**config.mk**
```make
export PLATFORM = sky130hd
export DESIGN_NAME = seq_detect_prog
export DESIGN_NICKNAME = d
export VERILOG_FILES = /design/src/rtl/seq_detect_prog.sv
export SDC_FILE = /design/constraint.sdc
export NUM_CORES = 1
export LEC_CHECK = 0
export ABC_AREA = 1
export CORE_MARGIN = 5
export CORE_UTILIZATION = 60
export DETAILED_ROUTE_END_ITERATION = 10
export GPL_TIMING_DRIVEN = 0
export PLACE_DENSITY_LB_ADDON = 0.05
export SLEW_MARGIN = 15
export SYNTH_ARGS = -nofsm -noshare
export SYNTH_HDL_FRONTEND = slang
export SYNTH_SLANG_ARGS = --single-unit
```
**constraint.sdc**
```tcl
create_clock -name clk -period 4.05 [get_ports clk]
set_clock_uncertainty 0.2 [all_clocks]
set_input_delay 0.405 -clock clk [delete_from_list [all_inputs] [get_ports clk]]
set_output_delay 0.405 -clock clk [all_outputs]
set_load 0.01 [all_outputs]
```
**src/rtl/seq_detect_prog.sv**
```systemverilog
// Runtime-programmable serial pattern detector: pattern/length/overlap loaded via cfg_we,
// registered one-cycle detect pulse and saturating match counter.
module seq_detect_prog #(
   parameter int MAX_LEN = 16,
   parameter int CNT_W   = 16,
   parameter int LEN_W   = $clog2(MAX_LEN + 1)
) (
   input  logic               clk,
   input  logic               rst_n,
   input  logic               din,
   input  logic               din_valid,
   input  logic               cfg_we,
   input  logic [MAX_LEN-1:0] cfg_pattern,
   input  logic [LEN_W-1:0]   cfg_len,
   input  logic               cfg_overlap,
   input  logic               cnt_clr,
   output logic               det,
   output logic [CNT_W-1:0]   match_count
);

   logic [MAX_LEN-1:0] pat_q, pat_d;
   logic [LEN_W-1:0]   len_q, len_d;
   logic               ovl_q, ovl_d;
   logic [MAX_LEN-1:0] hist_q, hist_d;
   logic [LEN_W-1:0]   fill_q, fill_d;
   logic               det_q, det_d;
   logic [CNT_W-1:0]   cnt_q, cnt_d;

   logic [MAX_LEN-1:0] hist_n;
   logic [LEN_W-1:0]   fill_n;
   logic [MAX_LEN-1:0] len_mask;
   logic               accept;
   logic               len_ok;
   logic               match;

   // Compare mask keeps only the low len_q bits of history and pattern.
   always_comb begin
      len_mask = '0;
      for (int i = 0; i < MAX_LEN; i++) begin
         len_mask[i] = (LEN_W'(i) < len_q);
      end
   end

   always_comb begin
      accept = din_valid & ~cfg_we;
      len_ok = (len_q != '0) && (len_q <= LEN_W'(MAX_LEN));
      hist_n = {hist_q[MAX_LEN-2:0], din};
      fill_n = (fill_q == LEN_W'(MAX_LEN)) ? fill_q : fill_q + LEN_W'(1);
      match  = accept && len_ok && (fill_n >= len_q) &&
               ((hist_n & len_mask) == (pat_q & len_mask));
   end

   always_comb begin
      pat_d  = pat_q;
      len_d  = len_q;
      ovl_d  = ovl_q;
      hist_d = hist_q;
      fill_d = fill_q;
      det_d  = match;
      cnt_d  = cnt_q;

      if (cfg_we) begin
         pat_d  = cfg_pattern;
         len_d  = cfg_len;
         ovl_d  = cfg_overlap;
         hist_d = '0;
         fill_d = '0;
      end else if (accept) begin
         hist_d = hist_n;
         // Non-overlap mode: matched bits must not seed the next match.
         fill_d = (match && !ovl_q) ? '0 : fill_n;
      end

      if (cnt_clr) begin
         cnt_d = '0;
      end else if (match && (cnt_q != '1)) begin
         cnt_d = cnt_q + CNT_W'(1);
      end
   end

   always_ff @(posedge clk or negedge rst_n) begin
      if (!rst_n) begin
         pat_q  <= '0;
         len_q  <= '0;
         ovl_q  <= 1'b0;
         hist_q <= '0;
         fill_q <= '0;
         det_q  <= 1'b0;
         cnt_q  <= '0;
      end else begin
         pat_q  <= pat_d;
         len_q  <= len_d;
         ovl_q  <= ovl_d;
         hist_q <= hist_d;
         fill_q <= fill_d;
         det_q  <= det_d;
         cnt_q  <= cnt_d;
      end
   end

   assign det         = det_q;
   assign match_count = cnt_q;

endmodule

```
* Word-level counts from Yosys, hierarchy flattened *
Cells that the tools add are included.

word-level totals
  logic and storage cells = 52
  output and inout port bits = 17
  flip-flop bits (word level) = 59

cells by class
  order comparisons = 18
  equal/unequal tests = 3
  multiplexer cells = 8
  add/sub/neg operators = 2
  reductions and logical operators = 10
  bitwise logic cells = 4

operators with widths
  operator                 count
  $lt A4 B5 Y1 const A     8
  $and A16 B16 Y16         2
  $mux W16                 2
  $mux W15                 2
  $lt A3 B5 Y1 const A     4
  $mux W5                  4
  $add A16 B1 Y16 const B  1
  $eq A16 B16 Y1           1
  $ne A16 B16 Y1 const B   1
  $lt A1 B5 Y1 const A     2
  $lt A2 B5 Y1 const A     2
  $logic_and A1 B1 Y1      6
  $add A5 B1 Y5 const B    1
  $eq A5 B5 Y1 const B     1
  $ge A5 B5 Y1             1
  $le A5 B5 Y1 const B     1
  $reduce_bool A5 Y1       1
  $reduce_bool A2 Y1       2
  $and A1 B1 Y1            1
  $logic_not A1 Y1         1
  $not A1 Y1               1

* Longest topological paths before layout *
Gate-level depths: netlist (run 1).

  word-level depth = 9
  depth in mapped cells = 17

* Worst setup path before layout (run 1) *
No wires, ideal clock.

  path type = reg-to-reg
  start point = reg fill_q[0]
  end point = reg cnt_q[7], in the netlist match_count[7]
  required time = 3.785 ns
  path buffers = 1
  setup slack = 1.708 ns
  cell stages (with the launch flop) = 17
  clock period less this slack = 2.342 ns
  data arrival time = 2.078 ns
  library setup time = 0.065 ns
  path through = dfrtp_1 -> inv_1 -> ha_1 -> nand3_1 -> xor2_1 -> ha_1 -> inv_1 -> a21oi_1 -> nand2_1 -> nand3_1 -> nand3_2 -> nor2_4 -> nand3_4 -> nand2_4 -> buf_12 -> nand2_2 -> nand2_2

on the way
  cells in the longest elaborated chain, start to end = 7
  elaborated cells between the ends (all ways) = 8
  classes of those cells = add/sub (1); order compare (1); eq/ne (1); mux (1); reduce/logical (4)

ends and longest elaborated chain
  what                                                  line  source
  start, declared                                       25    logic [LEN_W-1:0] fill_q, fill_d;
  start signal, assigned                                95    fill_q <= fill_d;
  $add A5 B1 Y5 / $eq A5 B5 Y1 (equally long branches)  48    fill_n = (fill_q == LEN_W'(MAX_LEN)) ? fill_q : fill_q + LEN_W'(1);
  $mux W5 (*)                                           48
  $ge A5 B5 Y1 (*)                                      49    match = accept && len_ok && (fill_n >= len_q) &&
  $logic_and A1 B1 Y1 (*) (2 in a row)                  49
  $logic_and A1 B1 Y1 (*)                               76    end else if (match && (cnt_q != '1)) begin
  $reduce_bool A2 Y1 (no source line) (*)               n/a
  end signal, assigned                                  97    cnt_q <= cnt_d;
  end, declared                                         27    logic [CNT_W-1:0] cnt_q, cnt_d;

Mark *: on every way between the ends. The rest lies on a longest branch, timed or not.
A chain may end at the register's enable or synchronous reset.

* Worst setup path after layout (run 1) *
  start point = reg fill_q[0]
  end point = reg fill_q[0]

on the way
  cells in the longest elaborated chain, start to end = 9
  elaborated cells between the ends (all ways) = 10
  classes of those cells = add/sub (1); order compare (1); eq/ne (1); mux (4); reduce/logical (3)

ends and longest elaborated chain
  what                                                  line  source
  $add A5 B1 Y5 / $eq A5 B5 Y1 (equally long branches)  48
  $mux W5 (*)                                           48
  $ge A5 B5 Y1                                          49
  $logic_and A1 B1 Y1 (2 in a row)                      49
  $logic_and A1 B1 Y1                                   71    fill_d = (match && !ovl_q) ? '0 : fill_n;
  $mux W5 (*)                                           71
  $mux W5 (*)                                           68    end else if (accept) begin
  $mux W5 (*)                                           62    if (cfg_we) begin

Mark *: on every way between the ends. The rest lies on a longest branch, timed or not. The select of a mux whose other input is x is not followed.

==> impl_metrics.tcl, run 1 <==
set metrics [dict create \
    route.vias.total 3066 \
    r2r_slack_ns 1.39 \
    routed_wl_um 8420 \
    yosysWarningCount 0 \
    outcome "finished, final reports clean" \
    insertedDiodeCount 0 \
    cts_htree_levels 3 \
    holdPathStages 4 \
    grt_use_met3_pct 4.56 \
    start_util_pct 61.9 \
    grt_usage_pct 25.0 \
    power.internal_w 0.00105 \
    die_area_um2 7290 \
    cts-root-buf "clkbuf_8" \
    ios 45 \
    synth_top_area_share_pct 43.3 \
    power_leakage_nw 2.04 \
    power_frac_clock_pct 42.5 \
    fmax_mhz 376 \
    grt_pass1_wl_um 14400 \
    grt_max_degree 60 \
    clk_pin_slew_worst_paths_ns 0.07 \
    netlist_area_um2 3410 \
    fill_cells 430 \
    wl_per_cell_um 14.5 \
    comb_power_share_pct 13.3 \
    synth_common_cells "nand2_1, dfrtp_1, inv_1, nand3_1, nor2_1" \
    maxCapViolations 0 \
    grt_pass1_vias 3066 \
    async_flop_share_pct 100 \
    worstHoldStart "cnt_clr" \
    switching_share_pct 28.1 \
    place_congestion 0.892 \
    hold_path.class "in2reg" \
    row_count 27 \
    synth_compound_area_share_pct 6.68 \
    synth_xor_area_share_pct 5.14 \
    regToRegStartpoint "fill_q[0]" \
    fin_cells 582 \
    synthMuxAreaShare_pct 0 \
    yosysTopAreaCell "dfrtp_1" \
    yosysMostFrequentCell "nand2_1" \
    place_hpwl_um 6220 \
    ir_worst_vdd_uv 264 \
    reg2reg_depth 14 \
    io_buffers 43 \
    ys.flop_type "dfrtp_1" \
    post-route-min-period_ns 2.66 \
    grt.busiest_layer "met2" \
    rsz0062_at_grt "false" \
    power.density_nw_per_um2 350 \
    cp.arrival_ns 2.68 \
    area_growth_pct 22.1 \
    crit_required_ns 4.07 \
    synthAdderAreaFrac_pct 2.94 \
    cts_tree "yes" \
    yosysSeqAreaShare_pct 43.3 \
    drive_gt1_share_pct 9.61 \
    die_h_um 85.4 \
    synth.net_count 486 \
    critPathLaunchType "register" \
    synthCells 450 \
    seqCellArea_um2 1480 \
    yosys.area_share.simple_pct 33.0 \
    finalSetupTns_ns 0 \
    avgSynthCellArea_um2 7.57 \
    r2r_end "fill_q[0]" \
    tightest_slew_ns 0.768 \
    final_antenna_net_count 0 \
    post-route-period-util_pct 65.7 \
    synth_edf_count 0 \
    cts-hold-fix-buffers 1 \
    nets 541 \
    p_sw_w 0.000408 \
    grt_util_met2_pct 39.0 \
    drc 0 \
    use_met1_pct 34.2 \
    critPathKind "reg2reg" \
    first_pass_iters 4 \
    yosys-top-cells-area "dfrtp_1, nand2_1, nand3_1" \
    dieWidth_um 85.4 \
    cts_inserted_buffers 9 \
    drv_slew 0 \
    clockBufferDepth 2 \
    viasPerCell 5.27 \
    seqPwrFrac_pct 44.2 \
    relSlewSlack_pct 48.8 \
    insertion_delay_ns 0.35 \
    end_kind "register" \
    cts_setup_buffers 0 \
    antenna_found_initial 0 \
    cts.sinks 59 \
    placed_cells_incl_taps 565 \
    multi_input_area_um2 1630 \
    ys_ff_latch 59 \
    grt-ovfl-total 0 \
    ys_types 31 \
    core_region_area_um2 5510 \
    hold_violations 0 \
    setup_viol 0 \
    synth_top_family_by_area "simple AND/OR/NAND/NOR gates" \
    min_to "match_count[14]" \
    cp_max_fo 5 \
    cts_resized 0 \
    initialDrtViolationCount 177 \
]
routing by layer:
layer / vias to the layer above / wire length, um
li1: 1530 / -
met1: 1429 / 3910
met2: 90 / 3860
met3: 17 / 493
met4: 0 / 153
met5: - / 0
final cells by class:
class	count	share of cell area, %
flip-flops and latches	59	35.5
clock inverters	7	2.41
inverters	59	5.32
clock buffers	9	2.98
well taps	72	2.17
plain buffers	11	1.99
multi-input cells	321	39.1
repair buffers	44	10.5
power by group through the flow:
| stage | Clock [W] | Combinational, W | Sequential, W |
|---|---|---|---|
| after global placement | 0 | 0.000187 | 0.000653 |
| after global routing | 0.000655 | 0.000221 | 0.000647 |
| after floorplan | 0 | 0.000115 | 0.000648 |
| final | 0.000617 | 0.000194 | 0.000643 |
| after detailed placement | 0 | 0.000193 | 0.000653 |
| after CTS | 0.000626 | 0.000195 | 0.000642 |
placed cells by master (no fill, tap or decap), types with 4 or more instances in the layout:
cell type and instances:
clkbuf_1 6, o22ai_1 14, nand2_2 12, nand3_1 42
nor2_1 42, ha_1 8, nor3_1 4, xor2_1 20
clkbuf_8 10, o21ai_0 21, dfrtp_1 59, inv_1 54
a21oi_1 4, nand2_1 137, clkdlybuf4s50_1 42
logic make-up (layout without fill, tap and decap cells):
kind of cell,Yosys count,count (layout)
DFF,59,59
AOI/OAI and AO/OA,41,41
adders and majority gates,8,8
buffers and inverters,70,130
and+or+nand+nor,252,252
xor gates and xnor gates,20,20
worst max-delay path: stages, from the launching register on:
cell,delay [ns]
dfrtp_1,0.42
ha_1,0.23
nand2_1,0.09
nor2_1,0.05
xor2_1,0.16
ha_1,0.33
nand2_1,0.06
inv_1,0.06
nand2_1,0.05
nand3_1,0.11
nand3_2,0.11
nor2_4,0.14
nand2_1,0.10
nor2_1,0.27
o21ai_0,0.15
through the flow:
stage | setup slack (ns) | utilization, % | total power (W) | hold WS, ns | area [um2]
2_1_floorplan | 1.71 | - | 0.000763 | -0.0906 | 3410
3_3_place_gp | 0.513 | 71.3 | 0.000840 | 0.274 | 3930
3_5_place_dp | 1.45 | 71.3 | 0.000846 | 0.282 | 3930
4_1_cts | 1.40 | 75.5 | 0.00146 | 0.146 | 4160
5_1_grt | 1.14 | 75.5 | 0.00152 | 0.153 | 4160
6_report | 1.39 | 75.5 | 0.00145 | 0.148 | 4160
sequential cells by signal, indices dropped and copies added (netlist names):
name / count
match_count: 16
pat_q: 16
ovl_q: 1
fill_q: 5
len_q: 5
hist_q: 15
det: 1
how the worst max path moves through the flow:
stage / start / end / slack [ns] / cells after the start
finish: fill_q[0] / fill_q[0] / 1.39 / 14
global route: fill_q[0] / fill_q[0] / 1.14 / 15
CTS: fill_q[0] / fill_q[0] / 1.40 / 14
detailed placement: fill_q[0] / match_count[9] / 1.45 / 16
global placement: rst_n / match_count[7] / 0.51 / 1
floorplan: fill_q[0] / match_count[7] / 1.71 / 16
Power figures use the tool's default switching activity.
==> run 2, diff against run 1 <==
Settings changed: CORE_UTILIZATION 60 to 55.
Clock period 4.05 ns to 2.5 ns, I/O delays scaled along.
==> run 2 against run 1 <==
Compared with the run above: worst hold slack improved by 0.10 ns; final cell count is 1.7% higher; the flow now finishes with violations (setup timing); routed wire length shrank 0.71%; non-clock buffer count up 7; combinational power grew 73%; cell area up 2.6%.
==> impl_metrics.tcl, run 2 (synthesis gave the netlist of run 1 again) <==
set metrics [dict create \
    outcome "finished with violations" \
    violations "setup timing" \
    post-route-min-period_ns 2.54 \
    clk_pin_slew_worst_paths_ns 0.06 \
    place_area_um2 3930 \
    tightest_slew_ns 0.756 \
    grt_max_degree 60 \
    cp.arrival_ns 2.61 \
    ir_worst_vdd_uv 456 \
    setup_viol 11 \
    place_hpwl_um 5940 \
    hold_violations 0 \
    setup_ws_ns -0.0368 \
    drive_gt1_share_pct 13.0 \
    regToRegStartpoint "fill_q[0]" \
    cts-root-buf "clkbuf_8" \
    clockBufferDepth 2 \
    seqCellArea_um2 1480 \
    holdPathStages 3 \
    crit_chain "inv_2 -> ha_1 -> nand3_2 -> nand2_1 -> nor2_2 -> ha_1 -> nand2_1 -> a21oi_2 -> nand2_2 -> nand3_2 -> nand3_2 -> nor2_4 -> nand3_4 -> nand2_8 -> clkbuf_16 -> nand2_2 -> nand2_1" \
    grt_usage_pct 22.6 \
    met1_length_um 3850 \
    finalSetupTns_ns -0.230 \
    route.vias.total 3079 \
    crit_required_ns 2.57 \
    routed_wl_um 8360 \
    insertedDiodeCount 0 \
    cp_max_fo 7 \
    multi_input_area_um2 1670 \
    cts_inserted_buffers 9 \
    p_sw_w 0.000614 \
    cts.sinks 59 \
    min_to "pat_q[9]" \
    first_pass_iters 4 \
    rsz0062_at_grt "true" \
    critPathKind "reg2reg" \
    power_leakage_nw 2.08 \
    crit_slowest_cell "dfrtp_1" \
    seqPwrFrac_pct 45.1 \
    dieWidth_um 88.7 \
    initialDrtViolationCount 147 \
    power.density_nw_per_um2 541 \
    reg2reg_depth 17 \
    ios 45 \
    post-route-util_pct 71.6 \
    power.internal_w 0.00169 \
    hold_path.class "in2reg" \
    place_congestion 0.880 \
    total_power_w 0.00231 \
    io_buffers 43 \
    critPathTopFamily "simple AND/OR/NAND/NOR gates" \
    worstHoldStart "cfg_pattern[9]" \
    critPathLaunchType "register" \
    fin_area_um2 4270 \
    drc 0 \
    insertion_delay_ns 0.34 \
    maxCapViolations 0 \
    die_h_um 88.7 \
    crit_buf_inv 2 \
    core_region_area_um2 5960 \
    wl_per_cell_um 14.1 \
    antenna_found_initial 0 \
    cts_tree "yes" \
    start_util_pct 57.2 \
    row_count 28 \
    preCtsSetupSlack_ns -0.216 \
    grt_pass1_wl_um 13500 \
    final_cell_mix "nand2_1, dfrtp_1, inv_1" \
    switching_share_pct 26.6 \
    met3_length_um 514 \
    r2r_end "match_count[5]" \
    final_antenna_net_count 0 \
    nets 548 \
    critical_path.max_stage_delay_ns 0.42 \
    layout_commonest_cell "nand2_1" \
    grt_pass1_vias 2903 \
    cts_htree_levels 3 \
    fill_cells 513 \
    fmax_mhz 394 \
    topRoutingLayerUsed "met4" \
    relSlewSlack_pct 49.6 \
    route.met2.wl_um 3860 \
    end_kind "register" \
    r2r_slack_ns -0.04 \
    grt-ovfl-total 0 \
    post-route-period-util_pct 101 \
    area_growth_pct 25.2 \
    die_area_um2 7870 \
    drv_slew 0 \
    power_frac_clock_pct 40.4 \
    viasPerCell 5.20 \
    comb_power_share_pct 14.5 \
]
-- run 2: cell types whose count changed in the layout (fill, tap and decap cells not counted), sizes merged --
cell	change
clkinv	+1
dlygate4sd3	+1
inv	-2
clkbuf	+2
buf	+5
-- run 2: per-stage QoR --
stage / hold slack (ns) / std cells
2_1_floorplan: -0.246 / 450
3_3_place_gp: 0.260 / 568
3_5_place_dp: 0.168 / 568
4_1_cts: 0.240 / 589
5_1_grt: 0.241 / 592
6_report: 0.248 / 592
-- run 2: tightest hold or removal path, cell delays in order --
cell and delay [ns]:
clkdlybuf4s50_1 0.39, nand2_1 0.06, nand2_1 0.05
-- run 2: cell type report --
class                      count  area share, %
timing repair buffer          51           12.0
multi-input combinational    321           39.2
tap                           75           2.20
clock buffer                  10           2.99
sequential                    59           34.6
buffer                        11           1.94
inverter                      59           5.19
clock inverter                 6           1.88
-- run 2: worst max-delay path by stage --
| stage | from | endpoint | slack (ns) | depth (start not counted) |
|---|---|---|---|---|
| after floorplan | fill_q[0] | match_count[7] | 0.16 | 16 |
| after global placement | rst_n | match_count[14] | -0.97 | 1 |
| after detailed placement | fill_q[0] | fill_q[4] | -0.22 | 14 |
| after CTS | fill_q[0] | match_count[7] | -0.02 | 16 |
| after global routing | fill_q[0] | match_count[5] | -0.16 | 17 |
| final | fill_q[0] | match_count[5] | -0.04 | 17 |
-- run 2: layer usage --
layer,vias to the layer above,track usage (%)
met5,-,0
met4,0,7.55
met3,12,6.89
met2,89,34.5
met1,1435,30.6
li1,1543,-
-- run 2: timing repair --
| item | in CTS | in global routing |
|---|---|---|
| resized for setup | 4 | 11 |
| hold buffers | 2 | 0 |
| setup buffers | 3 | 2 |
| endpoints found under the setup margin | 15 | 21 |
| gates cloned | 0 | 1 |
| pin swaps | 2 | 11 |
| endpoints found under the hold margin | 64 | 0 |
-- run 2: power groups by stage --
stage	clock [W]	combinational (W)	sequential, W
after detailed placement	0	0.000311	0.00106
after floorplan	0	0.000186	0.00105
after global routing	0.000993	0.000377	0.00104
final	0.000931	0.000335	0.00104
after CTS	0.000951	0.000320	0.00104
after global placement	0	0.000304	0.00105
